$ cat src/rtl/sdelay_pkg.sv
// sdelay_pkg
// Shared types and constants for the sdelay_line delay line.
//   sdelay_mode_e : runtime delay mode (transport / inertial)
//   REJ_CNT_W     : width of the rejected-pulse counter
package sdelay_pkg;

  typedef enum logic {
    MODE_TRANSPORT = 1'b0,
    MODE_INERTIAL  = 1'b1
  } sdelay_mode_e;

  localparam int REJ_CNT_W = 16;

endpackage

$ cat src/rtl/sdelay_filter.sv
// sdelay_filter
// Single-bit stability filter. A new level on din is accepted into f only
// after it has been sampled MIN_PULSE edges in a row. A run that ends early
// is flagged on rej during the cycle in which din returns to f.
// In transport mode f simply follows din, so that switching to inertial
// mode starts from the last input level.
// Ports:
//   clk   in   rising-edge clock
//   rst_n in   asynchronous active-low reset
//   din   in   raw input bit
//   mode  in   transport / inertial
//   f     out  filtered level (registered)
//   rej   out  a pending run is abandoned on this edge (combinational)
module sdelay_filter
  import sdelay_pkg::*;
#(
  parameter int MIN_PULSE = 3
) (
  input  logic         clk,
  input  logic         rst_n,
  input  logic         din,
  input  sdelay_mode_e mode,
  output logic         f,
  output logic         rej
);

  localparam int CW = $clog2(MIN_PULSE + 1);
  localparam logic [CW-1:0] LAST = CW'(MIN_PULSE - 1);

  logic [CW-1:0] cnt;

  always_ff @(posedge clk or negedge rst_n) begin
    if (!rst_n) begin
      f   <= 1'b0;
      cnt <= '0;
    end else if (mode != MODE_INERTIAL) begin
      // Bypassed, but tracking din keeps the inertial entry glitch-free
      f   <= din;
      cnt <= '0;
    end else if (din == f) begin
      cnt <= '0;
    end else if (cnt == LAST) begin
      f   <= din;
      cnt <= '0;
    end else begin
      cnt <= cnt + CW'(1);
    end
  end

  // Dropping counts on a switch to transport is not a rejection
  assign rej = (mode == MODE_INERTIAL) && (din == f) && (cnt != '0);

endmodule

$ cat src/rtl/sdelay_line.sv
// sdelay_line
// Clocked delay line for a WIDTH-bit bus with a runtime delay of 0..DEPTH-1
// extra cycles, in transport mode (every pulse passes) or inertial mode
// (per-bit pulses shorter than MIN_PULSE cycles are swallowed).
// Optional feature macro: SDELAY_REJ_CNT_EN
//   defined   : rej_cnt counts cycles with at least one rejected pulse,
//               saturating at all-ones
//   undefined : no counter, rej_cnt is tied to zero
// Ports:
//   clk     in   rising-edge clock
//   rst_n   in   asynchronous active-low reset
//   din     in   data in, sampled every rising edge
//   dly     in   extra delay in cycles, clamped to DEPTH-1
//   mode    in   0 = transport, 1 = inertial
//   dout    out  delayed / filtered data (registered)
//   rej_cnt out  rejected-pulse cycle counter
module sdelay_line
  import sdelay_pkg::*;
#(
  parameter int WIDTH     = 8,
  parameter int DEPTH     = 16,
  parameter int MIN_PULSE = 3
) (
  input  logic                     clk,
  input  logic                     rst_n,
  input  logic [WIDTH-1:0]         din,
  input  logic [$clog2(DEPTH)-1:0] dly,
  input  logic                     mode,
  output logic [WIDTH-1:0]         dout,
  output logic [REJ_CNT_W-1:0]     rej_cnt
);

  localparam int DW = $clog2(DEPTH);

  sdelay_mode_e     mode_e;
  logic [WIDTH-1:0] f;
  logic [WIDTH-1:0] rej;
  logic [WIDTH-1:0] line_in;
  logic [WIDTH-1:0] sr  [DEPTH];
  logic [WIDTH-1:0] tap [DEPTH];
  logic [DW-1:0]    sel;

  assign mode_e = sdelay_mode_e'(mode);

  for (genvar g = 0; g < WIDTH; g++) begin : g_filt
    sdelay_filter #(
      .MIN_PULSE (MIN_PULSE)
    ) u_filt (
      .clk   (clk),
      .rst_n (rst_n),
      .din   (din[g]),
      .mode  (mode_e),
      .f     (f[g]),
      .rej   (rej[g])
    );
  end

  assign line_in = (mode_e == MODE_INERTIAL) ? f : din;

  // tap[0] is the undelayed line so that dly=0 still yields one register
  always_comb begin
    tap[0] = line_in;
    for (int k = 1; k < DEPTH; k++) begin
      tap[k] = sr[k-1];
    end
  end

  // Only reachable when DEPTH is not a power of two
  always_comb begin
    sel = dly;
    if (32'(dly) > 32'(DEPTH - 1)) begin
      sel = DW'(DEPTH - 1);
    end
  end

  always_ff @(posedge clk or negedge rst_n) begin
    if (!rst_n) begin
      for (int i = 0; i < DEPTH; i++) begin
        sr[i] <= '0;
      end
      dout <= '0;
    end else begin
      sr[0] <= line_in;
      for (int i = 1; i < DEPTH; i++) begin
        sr[i] <= sr[i-1];
      end
      dout <= tap[sel];
    end
  end

`ifdef SDELAY_REJ_CNT_EN
  // Several bits rejecting in the same cycle still count once
  always_ff @(posedge clk or negedge rst_n) begin
    if (!rst_n) begin
      rej_cnt <= '0;
    end else if ((|rej) && (rej_cnt != '1)) begin
      rej_cnt <= rej_cnt + REJ_CNT_W'(1);
    end
  end
`else
  logic rej_unused;
  assign rej_unused = |rej;
  assign rej_cnt    = '0;
`endif

endmodule

$ cat config.mk
export PLATFORM = sky130hd
export DESIGN_NAME = sdelay_line
export DESIGN_NICKNAME = d
export VERILOG_FILES = /design/src/rtl/sdelay_pkg.sv /design/src/rtl/sdelay_filter.sv /design/src/rtl/sdelay_line.sv
export SDC_FILE = /design/constraint.sdc
export NUM_CORES = 1
export LEC_CHECK = 0
export ABC_AREA = 1
export CORE_ASPECT_RATIO = 1.2
export CORE_UTILIZATION = 60
export DETAILED_ROUTE_END_ITERATION = 10
export PLACE_DENSITY_LB_ADDON = 0.3
export SYNTH_ARGS = -nofsm -noshare
export SYNTH_HDL_FRONTEND = slang
export SYNTH_SLANG_ARGS = --single-unit
$ cat constraint.sdc
create_clock -name clk -period 1.6 [get_ports clk]
set_clock_uncertainty 0.15 [all_clocks]
set_input_delay 0.32 -clock clk [delete_from_list [all_inputs] [get_ports clk]]
set_output_delay 0.32 -clock clk [all_outputs]
set_load 0.05 [all_outputs]
Word level (Yosys, flattened, before mapping) --
Cells that the tools add are included. W data, S select, Z words.
Word-level totals: latch bits 0, flip-flop bits (word level) 152, memory bits (read-only) 0, word-level logic and storage cells 134, input bits 15, memory bits (writable) 0, output and inout port bits 24, memories kept 0
Cells by class: equality and inequality tests 32, mux-type cells 52, div/mod/pow operators 0, reduce and logical (&&, ||, !) cells 8, bitwise operators 1, $mul 0, add/subtract/negate cells 8, shift-type cells 0, order comparisons 1
Operators with widths (count):
- $mux W2 | 24
- $bmux W8 S4 | 1
- $mux W1 | 24
- $mux W8 | 3
- $add A2 B1 Y2 const B | 8
- $eq A2 B2 Y1 const B | 8
- $ne A2 B1 Y1 const B | 8
- $ne A2 B2 Y1 const B | 8
- $reduce_and A2 Y1 | 8
- $eq A1 B1 Y1 | 8
- $ge A5 B5 Y1 const B | 1
- $not A4 Y5 | 1

Logic depth before layout (Yosys ltp) --
Gate-level depths: netlist of the first run.
depth in word-level cells 4, mapped depth 8

Modules after synthesis --
A second synthesis of the first run with hierarchy kept.
Unflattened totals: cell total of the unflattened synthesis 734, area, all modules 6319.8 sq um
Modules (own cells, without submodules):
- sdelay_line | area each 5058.6 sq um, cells an instance 550, instances 1
- sdelay_filter | area each 157.7 sq um, cells an instance 23, instances 8

Worst setup path before layout of the first run --
No wires, ideal clock.
path type in2reg, start point in dly[2], end point reg dout[6], cell stages on the path 6, arrival 987 ps, slack 345 ps, path buffers 2, required time 1332 ps, cells stage by stage buf_2 -> inv_1 -> clkbuf_4 -> nand3_1 -> nand3_1 -> nand2_1
On the way: word-level cells in the longest chain between the ends 4
Ends and longest elaborated chain:
- start: declaration | RTL line sdelay_line.sv:27 | input logic [$clog2(DEPTH)-1:0] dly,
- $not A4 Y5 (not written as such) | RTL line sdelay_line.sv:87 | dout <= tap[sel];
- $bmux W8 S4 | RTL line sdelay_line.sv:87
- $mux W8 (not written as such) (2 in series) | RTL line sdelay_line.sv:87
- end signal: assignment | RTL line sdelay_line.sv:87
- end: declaration | RTL line sdelay_line.sv:29 | output logic [WIDTH-1:0] dout,
No other way between the ends. The select of a mux whose other input is x is not followed. A chain may end at the register's enable or synchronous reset.

Worst setup path after layout of the first run --
start point reg dout[3], end point out dout[3]
No word-level cell between the ends.

==> results of run 1 <==
cell usage after synthesis:
cell      number
inv_1        110
clkbuf_4       1
inv_2          3
nor4_1         2
mux2i_1        8
o21ai_0        8
nand2_1      180
buf_4         17
xnor2_1        8
dfrtp_1      152
clkbuf_1       2
a21oi_1        8
nor3_1         6
conb_1         1
buf_6          7
nand3_1      103
buf_2         16
nor2_1         2
nor3b_1        6
cell families after synthesis:
kind of cell / after synthesis
buffers and inverters: 156
DFF: 152
other: 1
xor gates and xnor gates: 8
muxes: 8
and+or+nand+nor: 299
AOI/OAI and AO/OA: 16
final cells by class:
| type | instances | share of cell area |
|---|---|---|
| sequential | 152 | 0.5248 |
| clock inverter | 12 | 0.03711 |
| tap | 123 | 0.02123 |
| timing repair buffer | 44 | 0.07785 |
| clock buffer | 20 | 0.06301 |
| inverter | 113 | 0.05852 |
| multi-input combinational | 347 | 0.2175 |
flip-flops by register name, indices dropped and copies added, names as in the netlist:
| signal | flops |
|---|---|
| dout | 8 |
| g_filt.u_filt.f | 8 |
| sr | 120 |
| g_filt.u_filt.cnt | 16 |
final timing paths:
kind	end	slack, ps	cells past startpoint
setup / recovery	dout[3]	110	1
hold / removal	sr[25]	220	0
min in group asynchronous	sr[8]	240	2
hold reg to reg	sr[25]	220	0
max in group asynchronous	sr[102]	510	3
setup reg to reg	g_filt[7].u_filt.f	400	3
timing repair:
item | in CTS | in global routing
hold buffers | 1 | 0
hold endpoints to repair | 36 | 0
buffers inserted | 0 | 0
routing by layer:
metal,track usage,share of wire
met5,0,0
met4,0.1128,0.023
met3,0.07650,0.044
met2,0.4549,0.54
met1,0.3305,0.39
per-stage QoR:
stage	cell area [um2]	setup slack, ps
after CTS	7248	84.35
after global placement	6513	-146.0
after detailed placement	6513	-177.7
after global routing	7248	71.53
final	7248	108.6
after floorplan	6106	345.1
power by group through the flow:
stage               registers, mW  logic, mW  clock network [mW]
CTS                          4.48       1.16                4.88
detailed placement           4.54       1.12                   0
global placement             4.50       1.08                   0
finish                       4.49       1.15                4.84
global route                 4.53       1.27                5.07
floorplan                    4.55      0.663                   0
==> results.cfg, run 1 <==
[critical_path]
crit_arrival_ps = 1020
worstPathRequired_ps = 1130
critPathSlowestCell = dfrtp_1
cp_max_fo = 1
worst_setup_path_start_kind = flip-flop
endpoint_kind = output pin
crit_start = dout[3]
reg2reg_from = g_filt[7].u_filt.cnt[0]
cp_cell_sequence = buf_12
slowest_delay_ps = 430
cp_num_buf_inv = 1
worst-setup-path-type = flip-flop to output pin
crit_family = flip-flops

[die]
row_count = 39
core_mm2 = 0.009662
die_w_um = 93.67
start_util = 0.6261
dieHeight_um = 112.0
die-area_mm2 = 0.01049
io_pins = 39

[route]
antenna_left = 0
wl_mm = 12.51
wire_per_inst_um = 15.43
drc = 0
vias = 4247
dr.pass1.iters = 5
post_drt_via_cell_ratio = 5.237
drt_iter0_markers = 309

[timing]
fin_crit_sh = 0.9322
timing.hold.ws_ps = 221.4
hold_viol_final = 0
finalSetupViolCount = 0
fmax_ghz = 0.6705
slew_viol_final = 0
rsz0062_at_grt = no
fin_crit_ps = 1491
setup_tns_ps = 0

[yosys]
yosysTopAreaCell = dfrtp_1
syn_avg_cell_area_um2 = 9.452
synthDistinctLibCells = 19
synthSimpleGateAreaFrac = 0.2126
synthMuxAreaShare = 0.01324
synth.area.top_cells = dfrtp_1, nand2_1, nand3_1, inv_1, buf_4
synth_xor_area_frac = 0.01158
seq_area_frac_synth = 0.6287
ys_ff_latch = 152
synth_top_area_share = 0.6287
netlist_area_mm2 = 0.006050
ys_warn_count = 0
synth_compound_area_frac = 0.01324
synth_top_family_by_area = simple AND/OR/NAND/NOR gates
netlist_instances = 640
synth_fa_ha_area_frac = 0

[power_and_ir_drop]
p_comb_frac = 0.110
switchingPower_mw = 2.486
internal-power_mw = 7.992
leakage_nw = 3.803
swShare = 0.2372
peakVddDrop_uv = 845.0
pwr-share-clk = 0.462
p_per_area_mw_per_mm2 = 1446
seqPwrFrac = 0.428
p_total_mw = 10.48

[layout]
syn_to_final_growth_pct = 19.81
nFillCells = 626
layout_commonest_cell = nand2_1
seq_area_mm2 = 0.003804
final_cell_mix = nand2_1, dfrtp_1, inv_1
drive_gt1_frac = 0.09448
antenna_cells = 0
instances_no_fill = 811
final_util = 0.7502
multi_input_area_mm2 = 0.001577
nets = 690

[worst_hold_path]
hold_class = flip-flop to flip-flop
hp-start = sr[33]

[status]
status = finished clean

[clock_tree]
clk_latency_ps = 420
cts_buffers = 17
cts_sinks = 152
cts_tree = built
ctsHtreeMaxLevel = 4
clkTransAtPathRegs_ps = 60
clk_path_buf_depth = 2
cts_resized = 0
cts-root-buf = clkbuf_16

[global_routing]
grt_max_degree = 44
antenna_found_initial = 0
grt.total_usage = 0.2717
first_global_vias = 4501
grt_first_pass_wirelength_mm = 21.27
grt_overflow = 0

[placement]
dpl.hpwl_mm = 7.654
io_buffers = 22
place_inst = 778
gp_congestion = 0.8206

[job]
maxCapViolCount = 0
Note: power is estimated with default switching activity, not from simulation.
==> run 2: changes to the inputs <==
- CORE_ASPECT_RATIO: 1.2 -> not set
==> run 2 against run 1 <==
Against the previous run: clock power decreased by 16%; total power fell by 7.8%; sequential power about the same; sequential cell count stayed put; routed wire length decreased by 11%; cell area fell by 1.1%; via count is 3.4% lower; critical path depth unchanged; critical endpoint is now dout[0]; largest cell class unchanged; largest power group is now sequential cells.
==> results.cfg, run 2 (synthesis gave the netlist of run 1 again) <==
[status]
status = finished clean

[clock_tree]
clkTransAtPathRegs_ps = 60
clk_path_buf_depth = 2
cts_sinks = 152
cts_buffers = 17
clk_latency_ps = 520
ctsHtreeMaxLevel = 4
cts_tree = built
cts-root-buf = clkbuf_8

[critical_path]
crit_arrival_ps = 1110
reg2reg_from = g_filt[7].u_filt.f
worstPathRequired_ps = 1130
r2r_slack_ps = 420
slowest_delay_ps = 420
cp_num_buf_inv = 1
critPathSlowestCell = dfrtp_1
cp_cell_sequence = buf_12
r2r-end = dout[7]
worst_setup_path_start_kind = flip-flop
endpoint_kind = output pin
crit_family = flip-flops
worst-setup-path-type = flip-flop to output pin
cp_max_fo = 1
path_depth = 1
endpoint = dout[0]
ff2ff_path_depth = 6
crit_start = dout[0]

[global_routing]
grt_first_pass_wirelength_mm = 19.29
first_global_vias = 4170
antenna_found_initial = 0
grt_overflow = 0
grt_max_degree = 49
grt.total_usage = 0.2467

[route]
post_drt_via_cell_ratio = 4.998
dr.pass1.iters = 4
drc = 0
wire_per_inst_um = 13.53
vias = 4103
wl_mm = 11.11
antenna_left = 0
drt_iter0_markers = 210

[layout]
top_register = sr
nFillCells = 709
syn_to_final_growth_pct = 18.51
largest_reg_flops = 120
multi_input_area_mm2 = 0.001577
antenna_cells = 0
drive_gt1_frac = 0.09448
final_cell_mix = nand2_1, dfrtp_1, inv_1
nets = 692
layout_commonest_cell = nand2_1
top_regs = sr x120, g_filt.u_filt.cnt x16
seq_area_mm2 = 0.003804
final_util = 0.7335

[die]
dieHeight_um = 102.4
die_w_um = 102.4
io_pins = 39
die-area_mm2 = 0.01049
core_mm2 = 0.009774
row_count = 36
start_util = 0.6189

[timing]
setup_tns_ps = 0
timing.hold.ws_ps = 45.70
fin_crit_ps = 1582
fmax_ghz = 0.6323
fin_crit_sh = 0.9885
slew_viol_final = 0
finalSetupViolCount = 0
worst_slack_ps = 18.40
rsz0062_at_grt = yes
hold_viol_final = 0

[power_and_ir_drop]
leakage_nw = 3.770
p_per_area_mw_per_mm2 = 1348
peakVddDrop_uv = 769.6
p_total_mw = 9.664

[placement]
gp_congestion = 0.8275
io_buffers = 22
dpl.hpwl_mm = 7.047
place_ws_ps = -203.5

[worst_hold_path]
hold_class = input port to asynchronous set/reset pin

[job]
maxCapViolCount = 0
==> run 2: timing repair <==
action	CTS	global route
setup endpoints to repair	0	1
endpoints found under the hold margin	152	0
gates resized for setup	0	0
buffers inserted	0	0
hold buffers	1	0
==> run 2: worst min-delay path by stage <==
| stage | start | end | slack [ps] | depth (start not counted) |
|---|---|---|---|---|
| after global routing | rst_n | sr[21] | 60 | 2 |
| after CTS | rst_n | sr[13] | 30 | 2 |
| after floorplan | rst_n | dout[0] | -130 | 0 |
| after detailed placement | rst_n | sr[16] | 20 | 1 |
| final | rst_n | sr[21] | 50 | 2 |
| after global placement | rst_n | sr[16] | 10 | 1 |
==> run 2: layout make-up <==
class	instances	area share
multi-input cells	347	0.2199
clock buffers	21	0.06405
clock inverters	9	0.02059
inverters	113	0.05916
repair buffers	46	0.08255
well taps	133	0.02321
flip-flops and latches	152	0.5305
==> run 2: power by group <==
part           total, mW  switching [mW]  internal, mW  leakage (nW)
combinational       1.13           0.695         0.437          1.63
clock               4.07            1.44          2.63         0.299
sequential          4.46           0.225          4.24          1.84
==> run 2: routing by layer <==
metal  track usage  share of wire  vias to the layer above
met5             0              0                        -
met1        0.3310           0.44                     1997
met4        0.1132          0.024                        0
li1              -              -                     2006
met2        0.3893           0.51                       76
met3       0.05404          0.032                       24
==> run 2: through the flow <==
| stage | cell area (um2) | cells |
|---|---|---|
| floorplan | 6106 | 655 |
| global placement | 6553 | 790 |
| detailed placement | 6553 | 790 |
| CTS | 7169 | 821 |
| global route | 7169 | 821 |
| finish | 7169 | 821 |
==> run 3: changes to the inputs <==
- CELL_PAD_IN_SITES_DETAIL_PLACEMENT: not set -> 1
- CELL_PAD_IN_SITES_GLOBAL_PLACEMENT: not set -> 2
- CORE_MARGIN: not set -> 8
- CORE_UTILIZATION: 60 -> 40
==> run 3 against run 2 <==
Against the previous run: cell area barely moved; via count fell by 0.49%; critical endpoint unchanged; sequential share of layout area barely moved; global-route usage fell by 10 points; sequential cell count did not move; sequential power barely moved; final cell count rose by 6.6%; non-clock buffer count fell by 3; setup slack improved by 120 ps; combinational power barely moved; routed wire length rose by 15%; first-iteration DRC count rose by 14%.
==> results.cfg, run 3 (synthesis gave the netlist of run 1 again) <==
[status]
status = finished clean

[power_and_ir_drop]
leakage_nw = 3.745
peakVddDrop_uv = 669.0
p_per_area_mw_per_mm2 = 1323
p_total_mw = 9.489

[clock_tree]
cts-root-buf = clkbuf_16
cts_setup_buffers = 0
clk_path_buf_depth = 2
cts_resized = 0
clkTransAtPathRegs_ps = 60
clk_latency_ps = 420
ctsHtreeMaxLevel = 4
cts_tree = built
postCtsHoldBufs = 1
cts_sinks = 152
cts_buffers = 17

[worst_hold_path]
hold_class = input port to asynchronous set/reset pin

[die]
start_util = 0.4039
core_mm2 = 0.01498
die_w_um = 139.0
die-area_mm2 = 0.01932
dieHeight_um = 139.0
row_count = 45
io_pins = 39

[critical_path]
path_depth = 1
cp_num_buf_inv = 1
worst-setup-path-type = flip-flop to output pin
worst_setup_path_start_kind = flip-flop
critPathSlowestCell = dfrtp_1
crit_arrival_ps = 990
crit_family = flip-flops
ff2ff_path_depth = 6
slowest_delay_ps = 410
cp_cell_sequence = buf_12
worstPathRequired_ps = 1130
endpoint_kind = output pin
cp_max_fo = 1

[route]
wl_mm = 12.83
vias = 4083
post_drt_via_cell_ratio = 4.666
wire_per_inst_um = 14.67
drt_iter0_markers = 239
antenna_left = 0
dr.pass1.iters = 6
drc = 0

[global_routing]
first_global_vias = 4467
grt_first_pass_wirelength_mm = 22.58
grt_max_degree = 81
grt_overflow = 0
grt.total_usage = 0.1451
antenna_found_initial = 0

[timing]
hold_viol_final = 0
rsz0062_at_grt = no
slew_viol_final = 0
fmax_ghz = 0.6836
fin_crit_sh = 0.9143
finalSetupViolCount = 0
fin_crit_ps = 1463

[layout]
top_regs = sr x120, g_filt.u_filt.cnt x16
antenna_cells = 0
syn_to_final_growth_pct = 18.53
drive_gt1_frac = 0.09170
layout_commonest_cell = nand2_1
nets = 689
final_cell_mix = nand2_1, dfrtp_1, inv_1
largest_reg_flops = 120
top_register = sr
design_area_mm2 = 0.007171
nFillCells = 1719

[job]
maxCapViolCount = 0

[placement]
gp_congestion = 0.7362
io_buffers = 22
placed_area_mm2 = 0.006586
dpl.hpwl_mm = 8.402
[run 3: changes by cell type in the layout (fill, tap and decap cells not counted)]
cell and change:
buf_12 -1, buf_4 -2, bufinv_16 -2, clkbuf_1 +1, clkbuf_16 +1, clkbuf_8 -1, clkinv_2 +4, clkinvlp_4 -1
[run 3: worst paths after layout]
check | start | endpoint | slack (ps)
worst min-delay path | rst_n | sr[9] | 110
max in group asynchronous | rst_n | g_filt[1].u_filt.cnt[1] | 560
worst min register to register | sr[109] | sr[101] | 220
min in group clk | sr[109] | sr[101] | 220
worst max-delay path | dout[0] | dout[0] | 140
worst max register to register | g_filt[7].u_filt.f | dout[7] | 400
[run 3: final cells by class]
cell class              instances  area [um2]  area share
repair buffers                 43       556.8     0.07765
multi-input cells             347        1577      0.2199
clock inverters                10       100.1     0.01396
well taps                     188       235.2     0.03280
clock buffers                  22       474.2     0.06613
flip-flops and latches        152        3804      0.5304
inverters                     113       424.2     0.05915
[run 3: where the power goes]
group          switching [mW]  internal (mW)
Sequential              0.220           4.24
Combinational           0.708          0.429
Clock                    1.50           2.39
Total                    2.43           7.06
[run 3: through the flow]
stage / hold WS [ps] / cells / TNS, ps / setup WS (ps) / utilization
after global placement: -24.21 / 842 / -1492 / -192.4 / 0.4398
after global routing: 113.2 / 875 / 0 / 96.46 / 0.4788
after CTS: 93.15 / 875 / 0 / 103.3 / 0.4788
final: 110.1 / 875 / 0 / 137.1 / 0.4788
after detailed placement: -24.17 / 842 / -2123 / -221.2 / 0.4398
after floorplan: -125.6 / 655 / 0 / 345.1 / -
[run 3: routing by layer]
layer | share of wire | track usage | wire, um | vias to the layer above
met5 | 0 | 0 | 0 | -
met4 | 0.016 | 0.05719 | 199 | 0
met3 | 0.028 | 0.03993 | 358 | 14
met2 | 0.50 | 0.2423 | 6454 | 48
met1 | 0.45 | 0.1747 | 5820 | 2038
li1 | - | - | - | 1983
==> variant 1, RTL diff (settings of run 2) <==
`MIN_PULSE` is set to 3 in 2 places; all go to 2.
--- a/src/rtl/sdelay_filter.sv
+++ b/src/rtl/sdelay_filter.sv
@@ -14,7 +14,7 @@
 module sdelay_filter
   import sdelay_pkg::*;
 #(
-  parameter int MIN_PULSE = 3
+  parameter int MIN_PULSE = 2
 ) (
   input  logic         clk,
   input  logic         rst_n,
--- a/src/rtl/sdelay_line.sv
+++ b/src/rtl/sdelay_line.sv
@@ -19,7 +19,7 @@
 #(
   parameter int WIDTH     = 8,
   parameter int DEPTH     = 16,
-  parameter int MIN_PULSE = 3
+  parameter int MIN_PULSE = 2
 ) (
   input  logic                     clk,
   input  logic                     rst_n,
Behaviour: not the same (Yosys sat finds a counterexample within 4 cycles, from zero or initial values and one cycle with rst_n low).
==> variant 1 against run 2 <==
- synthesized area is 1.0% lower
- sequential cell count did not move
- non-clock buffer count decreased by 6
- count of clock-buffer cells in the layout is 1 higher
- wire length up 3.8%
- via count is 0.51% lower
- first-iteration DRC count increased by 11%
- design area fell by 2.5%
- power down 2.9%
- cell count is 2.1% lower
- worst setup slack gained 0.0084 ns
- critical endpoint unchanged
==> variant 1: results (changes against run 2) <==
metric	value	unit	change
ys_async_sr_fraction	1.000		unchanged
critical-path-max-stage-delay	0.42	ns	about the same
status	complete, no violations		
reg2reg_from	sr[36]$_DFF_PN0_		
clockBufferDepth	2		unchanged
dr.pass1.iters	6		+2
cts_max_level	4		unchanged
n_antenna_cell	0		unchanged
yosysSeqAreaShare	0.6352		+0.006437
netlist.area_leader.share	0.6352		+0.006437
worst_hold_slack	0.1125	ns	+0.06679 ns
layout-drive-gt1-share	0.08197		-0.01251
synth_cell_types	15		-4
cp.arrival	1.10	ns	
first_iter_violations	233		+11%
num-nets-final	675		-2.5%
ys_warn_count	0		unchanged
path_max_fanout	1		unchanged
cp_slowest_cell	dfrtp_1		
r2r-end	dout[4]$_DFF_PN0_		
place_ws	-0.1957	ns	+0.007800 ns
antenna_found_initial	0		unchanged
clk_pin_slew	0.06	ns	about the same
avgViaCountPerCell	5.077		+1.6%
wl_per_cell	14.34	µm	+5.9%
cts_setup_buffers	0		unchanged
yosys-top-cells-area	dfrtp_1 (64%), nand2_1 (11%), nand3_1 (8.4%), inv_1 (6.7%), buf_4 (2.5%)		
peakVddDrop	0.8263	mV	+7.4%
grt_pass1_vias	4214		+1.1%
leakage	0.003690	µW	-2.1%
track_usage	0.2537		+0.006946
gp_congestion	0.7533		-9.0%
dp_hpwl	6930	µm	-1.7%
grt_max_degree	56		+14%
yosys-top-cells-count	nand2_1 (176), dfrtp_1 (152), inv_1 (107), nand3_1 (100), buf_4 (20)		
grt_first_pass_wirelength	19840	µm	+2.9%
top_regs	sr x120, g_filt.u_filt.cnt x16		
critPathLaunch	dout[0]$_DFF_PN0_		
rrSetupSlack	0.41	ns	
## variant 1: cell families (layout without fill, tap and decap cells)
family / count (synthesis) / count (layout) / share of synthesized area
AND/OR/NAND/NOR: 284 / 284 / 0.2023
other: 1 / 16 / 0.0006262
multiplexers: 8 / 8 / 0.01337
buffers and inverters: 152 / 179 / 0.1185
flip-flops: 152 / 152 / 0.6352
AO/OA/AOI/OAI: 32 / 32 / 0.03009
## variant 1: repair_timing
| item | CTS | global route |
|---|---|---|
| endpoints found under the hold margin | 152 | 0 |
| endpoints found under the setup margin | 0 | 1 |
| hold buffers | 1 | 0 |
## variant 1: final cells by class
type	instances	area [µm²]
inverter	109	409.1
timing repair buffer	40	509.2
clock buffer	22	442.9
clock inverter	8	123.9
fill	691	2743
tap	133	166.4
sequential	152	3804
multi-input combinational	340	1531
## variant 1: how the worst max path moves through the flow
stage                   endpoint  slack, ns  depth (start not counted)
3_3_place_gp   dout[5]$_DFF_PN0_      -0.15                          7
4_1_cts                  dout[0]       0.01                          1
3_5_place_dp   dout[5]$_DFF_PN0_      -0.20                          7
2_1_floorplan  dout[2]$_DFF_PN0_       0.35                          6
5_1_grt                  dout[0]     -0.009                          1
6_report                 dout[0]       0.03                          1
## variant 1: per-layer routing
layer,vias to the layer above,track usage,routed length (µm)
met4,0,0.09670,142
met2,112,0.4122,5958
met5,-,0,0
li1,1955,-,-
met1,2001,0.3355,4916
met3,14,0.06088,512
## variant 1: metrics by stage
stage                     setup TNS, ns  instances  area (µm²)
final                                 0        804        6987
after global routing          -0.009366        804        6987
after CTS                             0        804        6987
after detailed placement         -1.870        773        6410
after global placement          -0.9486        773        6410
after floorplan                       0        644        6045
## variant 1: where the power goes
part,switching (µW),internal [µW],leakage (µW)
clock network,1460,2400,0.000271
logic,690,395,0.00158
registers,213,4230,0.00184
total,2360,7020,0.00369
==> variant 2, RTL diff (config.mk and constraints of run 2) <==
Without the edit above. Put one more register stage on the output `dout`, without a reset. The value now appears one clock later. The other outputs are not delayed to match. Comments in the files are not updated.
--- a/src/rtl/sdelay_line.sv
+++ b/src/rtl/sdelay_line.sv
@@ -31,6 +31,8 @@
 );
 
   localparam int DW = $clog2(DEPTH);
+
+  logic [WIDTH-1:0] dout_s0;
 
   sdelay_mode_e     mode_e;
   logic [WIDTH-1:0] f;
@@ -78,13 +80,13 @@
       for (int i = 0; i < DEPTH; i++) begin
         sr[i] <= '0;
       end
-      dout <= '0;
+      dout_s0 <= '0;
     end else begin
       sr[0] <= line_in;
       for (int i = 1; i < DEPTH; i++) begin
         sr[i] <= sr[i-1];
       end
-      dout <= tap[sel];
+      dout_s0 <= tap[sel];
     end
   end
 
@@ -103,5 +105,9 @@
   assign rej_cnt    = '0;
 `endif
 
+  always_ff @(posedge clk) begin
+    dout <= dout_s0;
+  end
+
 endmodule
 
Function: changed (Yosys sat finds a counterexample within 4 cycles, from zero or initial values and one cycle with rst_n low).
==> variant 2 against run 2 <==
- first-iteration DRC count shrank 25%
- die area rose by 2.6%
- wire length is the same
- sequential cell count increased by 8
- worst setup slack better by 0.076 ns
- maximum frequency up 5.0%
- synthesized area up 2.6%
- design area up 1.4%
- power rose by 0.15%
- critical endpoint unchanged
==> variant 2: results (changes against run 2) <==
metric	value	unit	change
status	complete, no violations		
critical-path-max-stage-delay	0.36	ns	-0.06 ns
syn_area_per_cell	9.583	µm²	+1.4%
r2r-end	dout_s0[4]$_DFF_PN0_		
grt_pass1_vias	4258		+2.1%
gp_congestion	0.7624		-7.9%
synth_cell_types	20		+1
wl_per_cell	13.40	µm	-0.97%
synthXorXnorAreaFrac	0.01128		-0.0002987
rrSetupSlack	0.40	ns	-0.02 ns
placed_cells	796		+0.76%
intPower	7240	µW	-0.88%
cp_slowest_cell	dfxtp_1		
dp_hpwl	7229	µm	+2.6%
reg2reg_from	g_filt[4].u_filt.f$_DFFE_PN0P_		
synth_mux_area_frac	0.01290		-0.0003414
dr.pass1.iters	5		+1
synth-compound-area-share	0.01290		-0.0003414
layout-drive-gt1-share	0.09052		-0.003960
use_met3	0.06293		+0.008897
num-nets-final	698		+0.87%
cts_made_buffers	17		unchanged
leakage	0.003806	µW	+0.95%
grt_max_degree	51		+4.1%
grt_first_pass_wirelength	19380	µm	+0.47%
top_regs	sr x120, g_filt.u_filt.cnt x16		
yosysSeqAreaShare	0.6383		+0.009575
cp.arrival	1.04	ns	-0.07 ns
postCtsResizedCells	0		unchanged
track_usage	0.2310		-0.01576
first_iter_violations	158		-25%
drt_wl_total	11110	µm	unchanged
dpl_cell_area	0.006685	mm²	+2.0%
ys_async_sr_fraction	0.9500		-0.05000
avgViaCountPerCell	5.045		+0.94%
critPathLaunch	dout[0]$_DFF_P_		
met1_usage	0.2886		-0.04236
yosys-top-cells-area	dfrtp_1 (61%), nand2_1 (11%), nand3_1 (8.3%), inv_1 (6.6%), dfxtp_1 (2.6%)		
peakVddDrop	0.9828	mV	+28%
grt_use_met2	0.3821		-0.007191
-- variant 2: cell count changes in the layout (fill, tap and decap cells not counted), sizes merged --
cell | before | now
dfxtp | 0 | 8
clkbuf | 21 | 23
bufinv | 4 | 2
clkinv | 4 | 6
buf | 33 | 31
-- variant 2: area by class of cell --
cell class	instances	area, µm²
Timing Repair Buffer	44	564.3
Tap cell	133	166.4
Multi-Input combinational cell	347	1577
Inverter	113	424.2
Sequential cell	160	3964
Fill cell	699	2639
Clock inverter	9	108.9
Clock buffer	23	466.7
-- variant 2: power by group through the flow --
| stage | clock network [µW] | registers [µW] | logic [µW] |
|---|---|---|---|
| 2_1_floorplan | 0 | 4780 | 663 |
| 6_report | 3860 | 4700 | 1120 |
| 5_1_grt | 4090 | 4740 | 1250 |
| 3_3_place_gp | 0 | 4730 | 1080 |
| 3_5_place_dp | 0 | 4770 | 1120 |
| 4_1_cts | 3920 | 4690 | 1140 |
-- variant 2: worst min path at each step --
| stage | slack [ns] | startpoint | end | cells past startpoint |
|---|---|---|---|---|
| floorplan | -0.13 | rst_n | dout_s0[0]$_DFF_PN0_ | 0 |
| detailed placement | 0.08 | rst_n | sr[22]$_DFF_PN0_ | 1 |
| finish | 0.11 | rst_n | sr[39]$_DFF_PN0_ | 2 |
| global placement | 0.07 | rst_n | sr[22]$_DFF_PN0_ | 1 |
| global route | 0.12 | rst_n | sr[22]$_DFF_PN0_ | 2 |
| CTS | 0.1 | rst_n | sr[22]$_DFF_PN0_ | 2 |
-- variant 2: kinds of logic after synthesis --
kind of cell | Yosys count
compound gates | 16
xor+xnor | 8
buf+inv | 156
flops | 160
mux | 8
other cells | 1
simple gates | 299
-- variant 2: per-stage QoR --
stage               setup slack, ns  utilization  TNS (ns)  hold slack [ns]
CTS                         0.07681       0.7337         0          0.09846
detailed placement          -0.1900       0.6746    -1.946          0.07726
global route                0.06469       0.7337         0           0.1189
floorplan                    0.3451            -         0          -0.1256
global placement            -0.1503       0.6746    -1.177          0.06834
finish                      0.09431       0.7337         0           0.1103
-- variant 2: routing by layer --
layer,part of all wire,routed length [µm]
met5,0,0
met4,0.012,135
met3,0.039,433
met2,0.51,5719
met1,0.43,4823
